<file path="src/rtl/multicycle_control_hs.sv">
// Multicycle RV32I control FSM with a ready/valid memory handshake, bus timeout and trap state.
// Datapath enables and selects are decoded from the state, gated by mem_ready and take_branch.
module multicycle_control_hs #(
   parameter int unsigned TIMEOUT_CYCLES = 16,
   parameter int unsigned CNT_W          = (TIMEOUT_CYCLES > 0) ? $clog2(TIMEOUT_CYCLES + 1) : 1
) (
   input  logic       clock,
   input  logic       reset_n,
   input  logic [6:0] inst_opcode,
   input  logic       take_branch,
   input  logic       mem_ready,
   input  logic       trap_clear,
   output logic       pc_write_enable,
   output logic       inst_write_enable,
   output logic       data_write_enable,
   output logic       alu_out_write_enable,
   output logic       regfile_write_enable,
   output logic       mem_read_enable,
   output logic       mem_write_enable,
   output logic       inst_or_data,
   output logic       alu_operand_a_select,
   output logic [1:0] alu_operand_b_select,
   output logic [1:0] alu_op_type,
   output logic [2:0] reg_writeback_select,
   output logic       next_pc_select,
   output logic       trap,
   output logic [1:0] trap_cause
);

   localparam logic [6:0] OPC_LOAD   = 7'b0000011;
   localparam logic [6:0] OPC_STORE  = 7'b0100011;
   localparam logic [6:0] OPC_OP     = 7'b0110011;
   localparam logic [6:0] OPC_OPIMM  = 7'b0010011;
   localparam logic [6:0] OPC_LUI    = 7'b0110111;
   localparam logic [6:0] OPC_AUIPC  = 7'b0010111;
   localparam logic [6:0] OPC_BRANCH = 7'b1100011;
   localparam logic [6:0] OPC_JAL    = 7'b1101111;
   localparam logic [6:0] OPC_JALR   = 7'b1100111;

   localparam logic             TO_EN    = (TIMEOUT_CYCLES > 0);
   localparam logic [CNT_W-1:0] CNT_LAST = CNT_W'((TIMEOUT_CYCLES > 0) ? TIMEOUT_CYCLES - 1 : 0);

   typedef enum logic [3:0] {
      S_FETCH,
      S_DECODE,
      S_MEM_ADDR,
      S_MEM_RD,
      S_MEM_WR,
      S_LOAD_WB,
      S_EXEC,
      S_ALU_WB,
      S_BRANCH,
      S_JAL,
      S_JALR,
      S_TRAP
   } state_t;

   state_t           state_q, state_d;
   logic [CNT_W-1:0] cnt_q, cnt_d;
   logic [1:0]       cause_q, cause_d;
   logic             access;
   logic             timeout_hit;

   always_ff @(posedge clock or negedge reset_n) begin
      if (!reset_n) begin
         state_q <= S_FETCH;
         cnt_q   <= '0;
         cause_q <= '0;
      end else begin
         state_q <= state_d;
         cnt_q   <= cnt_d;
         cause_q <= cause_d;
      end
   end

   always_comb begin
      state_d              = state_q;
      cause_d              = cause_q;
      access               = 1'b0;
      timeout_hit          = TO_EN && (cnt_q == CNT_LAST);
      pc_write_enable      = 1'b0;
      inst_write_enable    = 1'b0;
      data_write_enable    = 1'b0;
      alu_out_write_enable = 1'b0;
      regfile_write_enable = 1'b0;
      mem_read_enable      = 1'b0;
      mem_write_enable     = 1'b0;
      inst_or_data         = 1'b0;
      alu_operand_a_select = 1'b0;
      alu_operand_b_select = 2'd0;
      alu_op_type          = 2'd0;
      reg_writeback_select = 3'd0;
      next_pc_select       = 1'b0;
      trap                 = 1'b0;
      trap_cause           = 2'd0;

      // Outputs are forced idle while reset_n is low so requests drop without a clock edge.
      if (reset_n) begin
         trap_cause = cause_q;
         case (state_q)
            S_FETCH: begin
               mem_read_enable = 1'b1;
               access          = 1'b1;
               if (mem_ready) begin
                  inst_write_enable    = 1'b1;
                  pc_write_enable      = 1'b1;
                  alu_operand_a_select = 1'b1;
                  alu_operand_b_select = 2'd2;
                  state_d              = S_DECODE;
               end else if (timeout_hit) begin
                  state_d = S_TRAP;
                  cause_d = 2'd2;
               end
            end
            S_DECODE: begin
               alu_operand_a_select = 1'b1;
               alu_operand_b_select = 2'd1;
               alu_out_write_enable = 1'b1;
               case (inst_opcode)
                  OPC_LOAD, OPC_STORE:                 state_d = S_MEM_ADDR;
                  OPC_OP, OPC_OPIMM, OPC_LUI, OPC_AUIPC: state_d = S_EXEC;
                  OPC_BRANCH:                          state_d = S_BRANCH;
                  OPC_JAL:                             state_d = S_JAL;
                  OPC_JALR:                            state_d = S_JALR;
                  default: begin
                     state_d = S_TRAP;
                     cause_d = 2'd1;
                  end
               endcase
            end
            S_MEM_ADDR: begin
               alu_operand_b_select = 2'd1;
               alu_out_write_enable = 1'b1;
               state_d = (inst_opcode == OPC_STORE) ? S_MEM_WR : S_MEM_RD;
            end
            S_MEM_RD: begin
               mem_read_enable = 1'b1;
               inst_or_data    = 1'b1;
               access          = 1'b1;
               if (mem_ready) begin
                  data_write_enable = 1'b1;
                  state_d           = S_LOAD_WB;
               end else if (timeout_hit) begin
                  state_d = S_TRAP;
                  cause_d = 2'd3;
               end
            end
            S_MEM_WR: begin
               mem_write_enable = 1'b1;
               inst_or_data     = 1'b1;
               access           = 1'b1;
               if (mem_ready) begin
                  state_d = S_FETCH;
               end else if (timeout_hit) begin
                  state_d = S_TRAP;
                  cause_d = 2'd3;
               end
            end
            S_LOAD_WB: begin
               regfile_write_enable = 1'b1;
               reg_writeback_select = 3'd1;
               state_d              = S_FETCH;
            end
            S_EXEC: begin
               alu_out_write_enable = 1'b1;
               case (inst_opcode)
                  OPC_OP: begin
                     alu_operand_b_select = 2'd0;
                     alu_op_type          = 2'd2;
                  end
                  OPC_OPIMM: begin
                     alu_operand_b_select = 2'd1;
                     alu_op_type          = 2'd3;
                  end
                  OPC_AUIPC: begin
                     alu_operand_a_select = 1'b1;
                     alu_operand_b_select = 2'd1;
                  end
                  default: ;
               endcase
               state_d = S_ALU_WB;
            end
            S_ALU_WB: begin
               regfile_write_enable = 1'b1;
               reg_writeback_select = (inst_opcode == OPC_LUI) ? 3'd2 : 3'd0;
               state_d              = S_FETCH;
            end
            S_BRANCH: begin
               alu_op_type     = 2'd1;
               pc_write_enable = take_branch;
               next_pc_select  = 1'b1;
               state_d         = S_FETCH;
            end
            S_JAL: begin
               regfile_write_enable = 1'b1;
               reg_writeback_select = 3'd3;
               pc_write_enable      = 1'b1;
               next_pc_select       = 1'b1;
               state_d              = S_FETCH;
            end
            S_JALR: begin
               alu_operand_b_select = 2'd1;
               regfile_write_enable = 1'b1;
               reg_writeback_select = 3'd3;
               pc_write_enable      = 1'b1;
               state_d              = S_FETCH;
            end
            S_TRAP: begin
               trap = 1'b1;
               if (trap_clear) begin
                  state_d = S_FETCH;
                  cause_d = 2'd0;
               end
            end
            default: state_d = S_FETCH;
         endcase
      end

      // Counter restarts on any state change or completed access and saturates instead of wrapping.
      if ((state_d != state_q) || mem_ready || !access) begin
         cnt_d = '0;
      end else if (cnt_q != '1) begin
         cnt_d = cnt_q + CNT_W'(1);
      end else begin
         cnt_d = cnt_q;
      end
   end

endmodule

</file>
<file path="config.mk">
export PLATFORM = sky130hd
export DESIGN_NAME = multicycle_control_hs
export DESIGN_NICKNAME = d
export VERILOG_FILES = /design/src/rtl/multicycle_control_hs.sv
export SDC_FILE = /design/constraint.sdc
export NUM_CORES = 1
export LEC_CHECK = 0
export BUFFER_PORTS_ARGS = -buffer_cell sky130_fd_sc_hd__buf_4
export CAP_MARGIN = 20
export CORE_MARGIN = 5
export CORE_UTILIZATION = 39
export DETAILED_ROUTE_END_ITERATION = 8
export MAX_ROUTING_LAYER = met4
export SLEW_MARGIN = 0
export SYNTH_ARGS = -nofsm -noshare
export SYNTH_HDL_FRONTEND = slang
export SYNTH_SLANG_ARGS = --single-unit
</file>
<file path="constraint.sdc">
create_clock -name clock -period 5.7 [get_ports clock]
set_input_delay 0.285 -clock clock [delete_from_list [all_inputs] [get_ports clock]]
set_output_delay 0.285 -clock clock [all_outputs]
set_load 0.02 [all_outputs]
</file>
==> metrics.txt <==
core area 3100 sq um; CP Class input pin to output pin; post-cts resize count 0; Final Hold Viols 0; status completed; Startpoint Class input pin; pre-CTS setup slack 3.61 ns; synth warn 0; Clock Pin Slew Worst Setup and Hold Paths 0.07 ns; RSZ-0062 raised after global routing no; met2 Usage GRT 0.276; diodes inserted 0; DRT Pass-1 Iters 4; Skew-Pair Late Insertion Delay 0.27 ns; first-pass GRT wire length 6.17 mm; Setup Skew 0.000785 ns; post-DP HPWL 2.71 mm; asr flop ratio synth 1.00; root buf cell clkbuf_4; clk sinks 11; Port Buf Inserts 30; Iteration-0 DRC Markers 84; starting density of the core 0.412; antenna-violating nets left 0; CTS Buf Count 3; Tmin final 2.38 ns; Total Routing Usage GR 0.180; die width 67.3 um; global route total overflow 0; Top cell by count, worst path buf_4; Max clock buf depth 2; Tcrit/Tclk final 0.418; Max-cap violations 0; Critical-path top delay cell dlygate4sd3_1; initial antenna violation count 0; via count 1354; total power 0.522 mW; gr busiest metal met2; Achievable Freq 420 MHz; Cell variety after synth 47; Hold Path Origin trap_clear; Synth Flop Type dfrtp_1; R2R depth 7; PnR worst setup slack 3.32 ns; commonest cells after routing, fill and taps aside buf_4, nor2_1, nand2_1; Crit. End Element output pin; Max Slew Vio Count 0; Synth top area share 0.215; top cells by area, synth dfrtp_1, nor2_1, a21oi_1, nor2b_1, clkbuf_8; static leakage 0.632 nW; H-tree depth 1; maximum fanout along the worst path 29; Final Util 0.483; final std cells w/o fill 242; Routed WL 3.70 mm; Seq cells post-synth 11; met3 Use GR 0.0383; post-route setup TNS 0 ns; met1 Track Usage GR 0.247; crit-path cells dlygate4sd3_1 -> buf_4 -> nor2b_1 -> nand2_1 -> o32ai_1 -> buf_4; reg2reg start cnt_q[0]; Yosys top cell by area dfrtp_1; synthesized cell area 1280 sq um; die footprint 4520 sq um; Site Rows 20; relative slew slack 0.563; # DRC 0; Post-Syn Area per Cell 7.27 sq um; layout cells sized above 1 0.187; crit-path max cell delay 0.52 ns; Setup Viol. Count Final 0; GPL Wtd Cong 0.945; Placed Cells 237; reg2reg end state_q[0]; largest net degree at the start of global routing 30; Layout area overhead 17.1%; Power per Cell Area 349 nW/um^2; WP data arrival 2.10 ns; Wirelength per Cell 15.3 um; total I/O pin count 32; die height 67.3 um; flop-to-flop setup slack 3.59 ns; Critical Path RT 5.41 ns; hold path depth 3; Cells after Synth 176; Net Count, Synth 191; vias per cell 5.60; HP Class input pin to flop; most common cell after layout, fill and taps aside buf_4; CTS tree yes; vias in the first global route 1297; Worst VDD drop 0.180 mV; Hold EP state_q[3]; Worst Max-Slew Pin Slew 0.655 ns; Post-synth EDFFs 0; sequential-to-total area share from yosys stat 0.215; Final nets 214; Post-CTS Setup Inserts 0
report_power, final:
group / internal [mW] / switching (mW) / leakage [nW]
Sequential: 0.0957 / 0.0653 / 0.140
Clock: 0.0271 / 0.0253 / 0.0150
Combinational: 0.128 / 0.181 / 0.477
Total: 0.250 / 0.272 / 0.632
worst max path at each step:
| stage | end | slack, ns | cells after the start | from |
|---|---|---|---|---|
| 2_1_floorplan | reg_writeback_select[1] | 3.42 | 5 | state_q[0] |
| 3_3_place_gp | reg_writeback_select[1] | 3.69 | 5 | state_q[3] |
| 3_5_place_dp | state_q[0] | 3.61 | 7 | cnt_q[0] |
| 4_1_cts | alu_operand_a_select | 3.30 | 6 | reset_n |
| 5_1_grt | alu_operand_a_select | 3.12 | 6 | reset_n |
| 6_report | alu_operand_a_select | 3.32 | 6 | reset_n |
through the flow:
step,hold slack (ns),area [sq um]
CTS,0.395,1500
floorplan,-0.0106,1280
global placement,0.190,1460
global route,0.413,1500
finish,0.409,1500
detailed placement,0.191,1460
final cells by class:
| cell class | count | area (sq um) |
|---|---|---|
| Multi-Input combinational cell | 146 | 883 |
| Inverter | 6 | 22.5 |
| Sequential cell | 11 | 275 |
| Fill cell | 336 | 1610 |
| Clock buffer | 4 | 26.3 |
| Timing Repair Buffer | 31 | 235 |
| Tap cell | 44 | 55.1 |
worst max-delay path: cells and delay by family:
kind                   cells  cell delay [ns]
AND/OR/NAND/NOR            2             0.50
AO/OA/AOI/OAI              1             0.29
buffers and inverters      3             1.01
flip-flops by register name, summed over array words and instances, names as in the netlist:
name,flops
cnt_q,5
state_q,4
cause_q,2
synthesized netlist by cell type, drive strengths merged (2+ instances only):
cell type / n
xor2: 2
nand3: 4
o32a: 2
and2b: 3
inv: 6
buf: 4
a21boi: 3
nor2: 27
nor3: 2
dfrtp: 11
nand4: 4
nand4b: 2
o32ai: 4
o211ai: 3
o22ai: 2
nand2: 14
nor4: 3
nand2b: 3
a211oi: 2
a21oi: 13
nor2b: 9
ha: 3
o31ai: 4
nor3b: 5
nand3b: 3
clkbuf: 9
and2: 4
or3: 2
o21ai: 9
per-layer routing:
metal	wire length, um	vias up
met2	1670	47
met4	17	0
li1	-	677
met3	228	2
met1	1780	628
met5	0	-
kinds of logic (layout without fill, tap and decap cells):
group                      Yosys count  after routing  share of synthesized area
AOI/OAI and AO/OA                   45             45                      0.229
xor gates and xnor gates             3              3                     0.0206
adders and majority gates            3              3                     0.0294
buffers and inverters               19             41                     0.0939
DFF                                 11             11                      0.215
muxes                                1              1                    0.00783
other                                1              1                    0.00293
and+or+nand+nor                     93             93                      0.401
repair_timing:
item,CTS,global route
endpoints found under the hold margin,11,0
hold buffers,1,0
setup endpoints to repair,0,0
No activity file was read; power rests on OpenSTA's default activity.
